$ cat src/rtl/wb_commit_pkg.sv
// Shared definitions for the writeback/commit slice: entry states and default sizes.
package wb_commit_pkg;
  typedef enum logic [1:0] {
    ST_FREE = 2'd0,
    ST_BUSY = 2'd1,
    ST_DONE = 2'd2
  } entry_st_e;

  localparam int WB_DEPTH = 8;
  localparam int WB_TAG_W = 3;
  localparam int DATA_BUS = 32;
  localparam int PC_BUS   = 32;
endpackage

$ cat src/rtl/wb_entry_ram.sv
// In-flight entry array: per-entry state plus captured result, two capture
// write ports and two read ports for the head pair.
module wb_entry_ram
  import wb_commit_pkg::*;
#(
  parameter int DEPTH  = 8,
  parameter int TAG_W  = 3,
  parameter int DATA_W = 32,
  parameter int REG_W  = 5
) (
  input  logic              clk,
  input  logic              rst,
  input  logic [DEPTH-1:0]  alloc_mask,
  input  logic [DEPTH-1:0]  free_mask,
  input  logic              res1_valid,
  input  logic [TAG_W-1:0]  res1_tag,
  input  logic              res1_we,
  input  logic [REG_W-1:0]  res1_rd,
  input  logic [DATA_W-1:0] res1_data,
  input  logic              res2_valid,
  input  logic [TAG_W-1:0]  res2_tag,
  input  logic              res2_we,
  input  logic [REG_W-1:0]  res2_rd,
  input  logic [DATA_W-1:0] res2_data,
  input  logic [TAG_W-1:0]  rd0_tag,
  input  logic [TAG_W-1:0]  rd1_tag,
  output entry_st_e         rd0_st,
  output entry_st_e         rd1_st,
  output logic              rd0_we,
  output logic              rd1_we,
  output logic [REG_W-1:0]  rd0_rd,
  output logic [REG_W-1:0]  rd1_rd,
  output logic [DATA_W-1:0] rd0_data,
  output logic [DATA_W-1:0] rd1_data
);
  entry_st_e         st     [DEPTH];
  logic              we_q   [DEPTH];
  logic [REG_W-1:0]  rd_q   [DEPTH];
  logic [DATA_W-1:0] data_q [DEPTH];
  logic [DEPTH-1:0]  hit1, hit2;

  // Only BUSY entries accept a result; res1 shadows res2 on a shared tag.
  always_comb begin
    hit1 = '0;
    hit2 = '0;
    for (int i = 0; i < DEPTH; i++) begin
      hit1[i] = res1_valid && (res1_tag == i[TAG_W-1:0]) && (st[i] == ST_BUSY);
      hit2[i] = res2_valid && (res2_tag == i[TAG_W-1:0]) && (st[i] == ST_BUSY) && !hit1[i];
    end
  end

  always_ff @(posedge clk) begin
    for (int i = 0; i < DEPTH; i++) begin
      if (rst)                     st[i] <= ST_FREE;
      else if (free_mask[i])       st[i] <= ST_FREE;
      else if (alloc_mask[i])      st[i] <= ST_BUSY;
      else if (hit1[i] || hit2[i]) st[i] <= ST_DONE;
    end
  end

  always_ff @(posedge clk) begin
    for (int i = 0; i < DEPTH; i++) begin
      if (hit1[i]) begin
        we_q[i]   <= res1_we;
        rd_q[i]   <= res1_rd;
        data_q[i] <= res1_data;
      end else if (hit2[i]) begin
        we_q[i]   <= res2_we;
        rd_q[i]   <= res2_rd;
        data_q[i] <= res2_data;
      end
    end
  end

  assign rd0_st   = st[rd0_tag];
  assign rd1_st   = st[rd1_tag];
  assign rd0_we   = we_q[rd0_tag];
  assign rd1_we   = we_q[rd1_tag];
  assign rd0_rd   = rd_q[rd0_tag];
  assign rd1_rd   = rd_q[rd1_tag];
  assign rd0_data = data_q[rd0_tag];
  assign rd1_data = data_q[rd1_tag];
endmodule

$ cat src/rtl/wb_commit.sv
// Commit end of the dual-issue path: allocates program-ordered tags, collects
// out-of-order results and retires up to two per cycle in order.
module wb_commit
  import wb_commit_pkg::*;
#(
  parameter int DEPTH  = 8,
  parameter int TAG_W  = 3,
  parameter int DATA_W = 32,
  parameter int REG_W  = 5
) (
  input  logic              clk,
  input  logic              rst,
  input  logic              stop,
  input  logic [1:0]        alloc_num,
  output logic              alloc_ok,
  output logic [TAG_W-1:0]  alloc_tag0,
  output logic [TAG_W-1:0]  alloc_tag1,
  input  logic              res1_valid,
  input  logic [TAG_W-1:0]  res1_tag,
  input  logic              res1_we,
  input  logic [REG_W-1:0]  res1_rd,
  input  logic [DATA_W-1:0] res1_data,
  input  logic              res2_valid,
  input  logic [TAG_W-1:0]  res2_tag,
  input  logic              res2_we,
  input  logic [REG_W-1:0]  res2_rd,
  input  logic [DATA_W-1:0] res2_data,
  output logic              wb1_we,
  output logic [REG_W-1:0]  wb1_addr,
  output logic [DATA_W-1:0] wb1_data,
  output logic              wb2_we,
  output logic [REG_W-1:0]  wb2_addr,
  output logic [DATA_W-1:0] wb2_data,
  output logic [TAG_W:0]    count,
  output logic              full,
  output logic              empty
);
  localparam logic [TAG_W:0] DEPTH_C = (TAG_W+1)'(DEPTH);

  logic [TAG_W-1:0]  head, tail, head_p1;
  logic [TAG_W:0]    free_slots;
  logic [1:0]        n_alloc, n_commit;
  logic              c0, c1;
  logic [DEPTH-1:0]  alloc_mask, free_mask;
  entry_st_e         st0, st1;
  logic              we0, we1;
  logic [REG_W-1:0]  rd0, rd1;
  logic [DATA_W-1:0] data0, data1;

  wb_entry_ram #(.DEPTH(DEPTH), .TAG_W(TAG_W), .DATA_W(DATA_W), .REG_W(REG_W)) u_ram (
    .clk(clk), .rst(rst),
    .alloc_mask(alloc_mask), .free_mask(free_mask),
    .res1_valid(res1_valid), .res1_tag(res1_tag), .res1_we(res1_we),
    .res1_rd(res1_rd), .res1_data(res1_data),
    .res2_valid(res2_valid), .res2_tag(res2_tag), .res2_we(res2_we),
    .res2_rd(res2_rd), .res2_data(res2_data),
    .rd0_tag(head), .rd1_tag(head_p1),
    .rd0_st(st0), .rd1_st(st1), .rd0_we(we0), .rd1_we(we1),
    .rd0_rd(rd0), .rd1_rd(rd1), .rd0_data(data0), .rd1_data(data1)
  );

  assign head_p1    = head + TAG_W'(1);
  assign alloc_tag0 = tail;
  assign alloc_tag1 = tail + TAG_W'(1);

  // Grant is judged on the registered count only; same-cycle commits do not help.
  assign free_slots = DEPTH_C - count;
  assign alloc_ok   = !stop && (free_slots >= (TAG_W+1)'(alloc_num));
  assign n_alloc    = alloc_ok ? alloc_num : 2'd0;

  assign c0       = !stop && (st0 == ST_DONE);
  assign c1       = c0 && (st1 == ST_DONE) && (count >= (TAG_W+1)'(2));
  assign n_commit = {1'b0, c0} + {1'b0, c1};

  assign full  = (count == DEPTH_C);
  assign empty = (count == '0);

  always_comb begin
    alloc_mask = '0;
    free_mask  = '0;
    if (n_alloc != 2'd0) alloc_mask[tail]       = 1'b1;
    if (n_alloc == 2'd2) alloc_mask[alloc_tag1] = 1'b1;
    if (c0)              free_mask[head]        = 1'b1;
    if (c1)              free_mask[head_p1]     = 1'b1;
  end

  // Commit decision -> registered writeback ports
  always_ff @(posedge clk) begin
    if (rst) begin
      head     <= '0;
      tail     <= '0;
      count    <= '0;
      wb1_we   <= 1'b0;
      wb1_addr <= '0;
      wb1_data <= '0;
      wb2_we   <= 1'b0;
      wb2_addr <= '0;
      wb2_data <= '0;
    end else begin
      head  <= head + TAG_W'(n_commit);
      tail  <= tail + TAG_W'(n_alloc);
      count <= count + (TAG_W+1)'(n_alloc) - (TAG_W+1)'(n_commit);
      // A same-register pair collapses onto the younger write.
      wb1_we <= c0 && we0 && (rd0 != '0) && !(c1 && we1 && (rd1 == rd0));
      wb2_we <= c1 && we1 && (rd1 != '0);
      if (c0) begin
        wb1_addr <= rd0;
        wb1_data <= data0;
      end
      if (c1) begin
        wb2_addr <= rd1;
        wb2_data <= data1;
      end
    end
  end
endmodule

$ cat config.mk
export PLATFORM = sky130hd
export DESIGN_NAME = wb_commit
export DESIGN_NICKNAME = d
export VERILOG_FILES = /design/src/rtl/wb_commit_pkg.sv /design/src/rtl/wb_entry_ram.sv /design/src/rtl/wb_commit.sv
export SDC_FILE = /design/constraint.sdc
export NUM_CORES = 1
export LEC_CHECK = 0
export ABC_CLOCK_PERIOD_IN_PS = 6110
export CAP_MARGIN = 20
export CORE_ASPECT_RATIO = 1.75
export CORE_MARGIN = 5
export CORE_UTILIZATION = 55
export CTS_BUF_LIST = sky130_fd_sc_hd__clkbuf_8 sky130_fd_sc_hd__clkbuf_16
export DETAILED_ROUTE_END_ITERATION = 16
export PLACE_DENSITY = 0.76
export SYNTH_ARGS = -nofsm -noshare
export SYNTH_HDL_FRONTEND = slang
export SYNTH_HIERARCHICAL = 1
export SYNTH_SLANG_ARGS = --single-unit
$ cat constraint.sdc
create_clock -name clk -period 6.11 [get_ports clk]
set_input_delay 1.222 -clock clk [delete_from_list [all_inputs] [get_ports clk]]
set_output_delay 1.222 -clock clk [all_outputs]
set_load 0.03 [all_outputs]
==> impl_results.md <==
* Setup TNS at 0 ns
* Final GP Congestion at just under 0.9
* Routed len/inst at ~29 um
* Rows at 97
* DRT Wirelength at just over 60000 um
* Cell area after placement at approximately 0.024 mm2
* Critical path launch point: alloc_num[0]
* First-pass GRT wire length at approximately 94000 um
* Arrival @ worst endpoint at 3.47 ns
* DRC viols at 0
* Antenna violations before repair at 2
* Hold_sp: wb2_data[24]$_SDFFE_PP0N_
* Share of layout cells above drive strength 1 at 0.401
* Clock sinks at 406
* Yosys warns at 6
* Critical-path maximum fanout at 13
* Total core area at about 0.04 mm2
* Vias in the first global route at 15500
* Final Skew at 0.0192 ns
* Sequential cell area fraction in the yosys report at 0.509
* Critical R2R Launch: head[0]$_SDFF_PP0_
* Total power at 8.05 mW
* Setup violators final at 0
* DR iter-0 viols at between 1000 and 1500
* Post-cts sizing count at 0
* Largest net degree at the start of global routing at 77
* Least-Margin Pin Slew at roughly 1.1 ns
* Drt pass-1 iters at 8
* Number of I/O pins at 178
* Worst vdd ir at roughly 0.21 mV
* Max_slew headroom at 0.275
* RSZ-0062 raised after global routing: no
* Root Driver: clkbuf_16
* Max Cap Violations at 0
* Vias per Instance at 6.62
* H-tree Lvls at 2
* Synthesized flop and latch total at approximately 410
* Hpwl dp at 38400 um
* Clock Power Share at 0.310
* Gate Count Post-Synth at ~1500
* Top-area cell type share of the netlist area at 0.432
* Synth Net Count at about 1600
* Total global routing overflow at 0
* Final hold viol count at 0
* Leak pwr at roughly 8.6 nW
* Net Sw Frac at 0.292
* Min cycle time layout at 4.69 ns
* Fmax achieved at between 200 and 250 MHz
* Internal power at 5.70 mW
* # fillers at 2905
* Max-slew violation count at 0
* Synth-to-layout area growth at 16.0%
* Hold buffers post-CTS at 0
* Power per standard cell area at approximately 310 mW/mm2
* Worst min-delay path category: reg2reg
* Switching power at 2.35 mW
* Max Buffers Root-to-Sink at 3
* Die Area at 0.0447 mm2
* CTS clk-pin slew, worst paths at around 0.060 ns
* Worst R2R Setup Slack at roughly 1.6 ns
* Critical path startpoint category: input port
* Ys async rst share at 0
* WS Path Type: in2out
* Crit path capture type: output pin
* CTS buffer count at 38
* Synth top area cells: edfxtp_1 43%, mux2_2 19%, mux4_2 16%
* Distinct cells, synth at 49
* Mapped cell area at 0.0222 mm2
* Post-synth EDFFs at between 300 and 400
* Comb power frac at 0.287
* Port Buffers at about 180
* Status: finished, final reports clean
* NumNets Final at between 1500 and 2000
* Post-CTS setup buffer count at 0
* Reg power frac at 0.403
* Via count at 14300
* CTS tree: yes
* Average cell area after synthesis at 14.9 um2
* Chip width at roughly 160 um
* Clock Latency Late Sink at ~0.55 ns
* Finished Cell Area at approximately 0.026 mm2
* Ys flop type: edfxtp_1
* Die height at around 280 um
* Starting density of the core at 0.555
* GRT Total Usage at 0.277
* Period utilization at 0.768
* CP required at 4.89 ns
* Yosys top cell by area: edfxtp_1
* ANT nets after route at 0
## cell families after synthesis
logic type	share of synthesized area
multiplexers	0.363
flip-flops	0.509
AND/OR/NAND/NOR	0.0589
buffers and inverters	0.0274
AO/OA/AOI/OAI	0.0246
adder cells (fa/ha/maj)	0.0120
XOR/XNOR	0.00512
## metrics by stage
stage | worst slack (ns) | hold WS, ns | cells | utilization
after floorplan | 1.57 | 0.580 | 1494 | -
final | 1.42 | 0.452 | 2162 | 0.644
after global routing | 1.30 | 0.472 | 2161 | 0.644
after detailed placement | 1.38 | 0.447 | 2089 | 0.611
after global placement | 1.37 | 0.445 | 2087 | 0.610
after CTS | 1.42 | 0.457 | 2159 | 0.644
## layout by cell type, fill, tap and decap left out, types with 20 or more instances in the layout
cell	synthesis	layout
clkbuf_16	0	45
mux2_4	20	20
clkdlybuf4s50_1	0	176
nand2_1	157	157
mux2_2	366	366
a21oi_1	80	79
buf_4	0	29
edfxtp_1	320	320
mux4_2	160	160
dfxtp_1	86	83
inv_1	26	23
## sequential cells by signal, summed over array words and instances (netlist names), 5 cells and up
register,count
u_ram/data_q,256
u_ram/rd_q,40
wb1_data,32
wb2_data,32
u_ram/st,16
u_ram/we_q,8
wb1_addr,5
wb2_addr,5
## area by class of cell
cell class / instances / area [um2] / share of cell area
clock inverter: 19 / 120 / 0.00465
clock buffer: 51 / 1210 / 0.0468
sequential: 406 / 11300 / 0.439
timing repair buffer: 209 / 2050 / 0.0796
antenna: 3 / 7.51 / 0.000291
multi-input combinational: 949 / 10300 / 0.401
inverter: 30 / 119 / 0.00461
tap: 495 / 619 / 0.0240
## per-layer routing
metal  track usage  wire length [um]
met1         0.315             21300
met2         0.508             33800
met3        0.0347              3840
met4         0.139              3280
met5             0                 0
## cell usage after synthesis, drive strengths merged, types with 2 or more instances
cell	number
fa	4
xnor2	8
and4b	6
mux2i	4
nand2b	2
nor3	18
o41ai	2
ha	15
a21oi	80
clkinv	4
o21ai	9
nor2b	16
nor2	18
mux2	386
and2	2
or4	3
nor3b	11
dfxtp	86
inv	26
or3	2
edfxtp	320
nand3	7
nand3b	6
buf	40
mux4	160
clkbuf	69
or4b	5
nor4bb	6
nand2	157
nand4	4
xor2	5
or3b	3
## power by group through the flow
stage	Sequential (mW)	Clock [mW]	Combinational (mW)
detailed placement	3.30	0	2.30
global route	3.26	2.64	2.46
global placement	3.30	0	2.28
CTS	3.25	2.53	2.32
finish	3.25	2.50	2.31
floorplan	3.35	0	1.56
## critical path, stage by stage
cell and delay, ns:
clkdlybuf4s50_1 0.57, ha_1 0.26, nand2b_1 0.16, a2111oi_2 0.37, buf_4 0.24, nor2_1 0.05
clkdlybuf4s50_1 0.60
## worst paths after layout
kind                            depth (start not counted)                   endpoint
worst max-delay path                                    7                   alloc_ok
worst min-delay path                                    2  wb2_data[24]$_SDFFE_PP0N_
worst max register to register                         13        count[3]$_SDFF_PP0_
worst min register to register                          2  wb2_data[24]$_SDFFE_PP0N_
Power figures use the tool's default switching activity.
==> edit: new RTL, same settings <==
`TAG_W` is set to 3 in 2 places; all go to 6.
--- a/src/rtl/wb_entry_ram.sv
+++ b/src/rtl/wb_entry_ram.sv
@@ -5,5 +5,5 @@
 #(
   parameter int DEPTH  = 8,
-  parameter int TAG_W  = 3,
+  parameter int TAG_W  = 6,
   parameter int DATA_W = 32,
   parameter int REG_W  = 5
--- a/src/rtl/wb_commit.sv
+++ b/src/rtl/wb_commit.sv
@@ -5,5 +5,5 @@
 #(
   parameter int DEPTH  = 8,
-  parameter int TAG_W  = 3,
+  parameter int TAG_W  = 6,
   parameter int DATA_W = 32,
   parameter int REG_W  = 5
Ports: changed (5 resized); port bits go from 178 to 193. No check against the original RTL was run, so the function may have changed too.
==> edit against the original RTL <==
- combinational power is 9.5% higher
- worst setup slack worse by 85 ps
- largest cell class unchanged
- power increased by 3.7%
- synthesized area increased by 4.3%
- design area rose by 4.2%
- sequential cell count is 9 higher
- count of clock-buffer cells in the layout is 4 lower
- highest routed layer is now met5
- sequential power is 2% higher
- critical path type is now flop to flop
- routed wire length up 2.7%
- via count increased by 5.9%
- cell count grew 10%
- critical endpoint is now count[6]
- clock skew fell by 1.4 ps
==> edit: results (changes against the original RTL) <==
* Status: complete, no violations
* Worst Hold Launch: wb2_data[22]
* Pre-Repair DR Iteration Count at 5 (-3)
* Crit path max fanout at 45 (+32)
* Antenna diodes at 8 (+5)
* Sequential cell area at 11500 um^2 (+1.6%)
* Multi-input combinational area share at 41.0% (+0.91 points)
* Fin Clk Skew at 17.8 ps (-1.41 ps)
* Static leakage at 8.81 nW (+3.0%)
* Critical path endpoint category: flop
* Sequential share of cell area at 42.8% (-1.1 points)
* ClkCell Share at 4.94% (-0.21 points)
* Layout cells sized above 1 at 36.5% (-3.6 points)
* CP startpoint: head[1]
* Fin nets at 1907 (+9.5%)
* Starting DRC count in detailed routing at 1247 (-6.2%)
* Hold WS at 453 ps (+1.46 ps)
* Layout Cells excl Fill at 2378 (+10%)
* Slowest CP cell: dfxtp_4
* Inverters at 43 (+43%)
* I/O Buffers at 192 (+8.5%)
* Clkbuf count at 47 (-7.8%)
* Fraction of area in non-clock buffers at 7.98% (+0.016 points)
* Post-Syn Instances at 1634 (+9.4%)
* Vias/cell at 6.37 (-3.7%)
* Placed cell area at 25500 um^2 (+4.4%)
* Net Count, Synth at 1758 (+9.7%)
* Nonclk buf count at 222 (+6.2%)
* Vias in the first global route at 16400 (+5.7%)
* Delay-heaviest family, CP: adder cells
* Hold buffers post-CTS at 0 (unchanged)
* Worst Tran Pin Value at 994 ps (-90.4 ps)
* Fill cells at 3110 (+7.1%)
* Pin count of the biggest net entering global routing at 70 (-9.1%)
* Reg2Reg Depth at 15 (+2)
* Inserted Clock Buffers at 40 (+5.3%)
* CP peak stage delay at 810 ps (+210 ps)
* Hpwl dp at 38.7 mm (+0.70%)
* Gr usage total at 27.4% (-0.32 points)
* FF-to-FF setup slack at 1330 ps (-260 ps)
* Initial antenna violation count at 11 (+9)
* Placed Cells at 2296 (+9.9%)
* FF-to-FF End: count[6]
==> edit: metal layers <==
| metal | up-vias | track usage, % | share of wire, % | wire length (um) |
|---|---|---|---|---|
| met4 | 6 | 13.2 | 5.0 | 3220 |
| met3 | 174 | 4.39 | 7.2 | 4620 |
| li1 | 6630 | - | - | - |
| met1 | 7678 | 32.7 | 35 | 22700 |
| met5 | - | 0 | 0.064 | 41 |
| met2 | 668 | 48.1 | 52 | 33300 |
==> edit: tightest hold or removal path: cells and delay by family (launching register included) <==
| family | cells | cell delay [ps] |
|---|---|---|
| AO/OA/AOI/OAI | 1 | 50 |
| flip-flops | 1 | 310 |
| AND/OR/NAND/NOR | 1 | 50 |
==> edit: report_power, final <==
group | internal, W | switching (W)
combinational | 0.00125 | 0.00128
clock | 0.00144 | 0.00108
sequential | 0.00315 | 0.000153
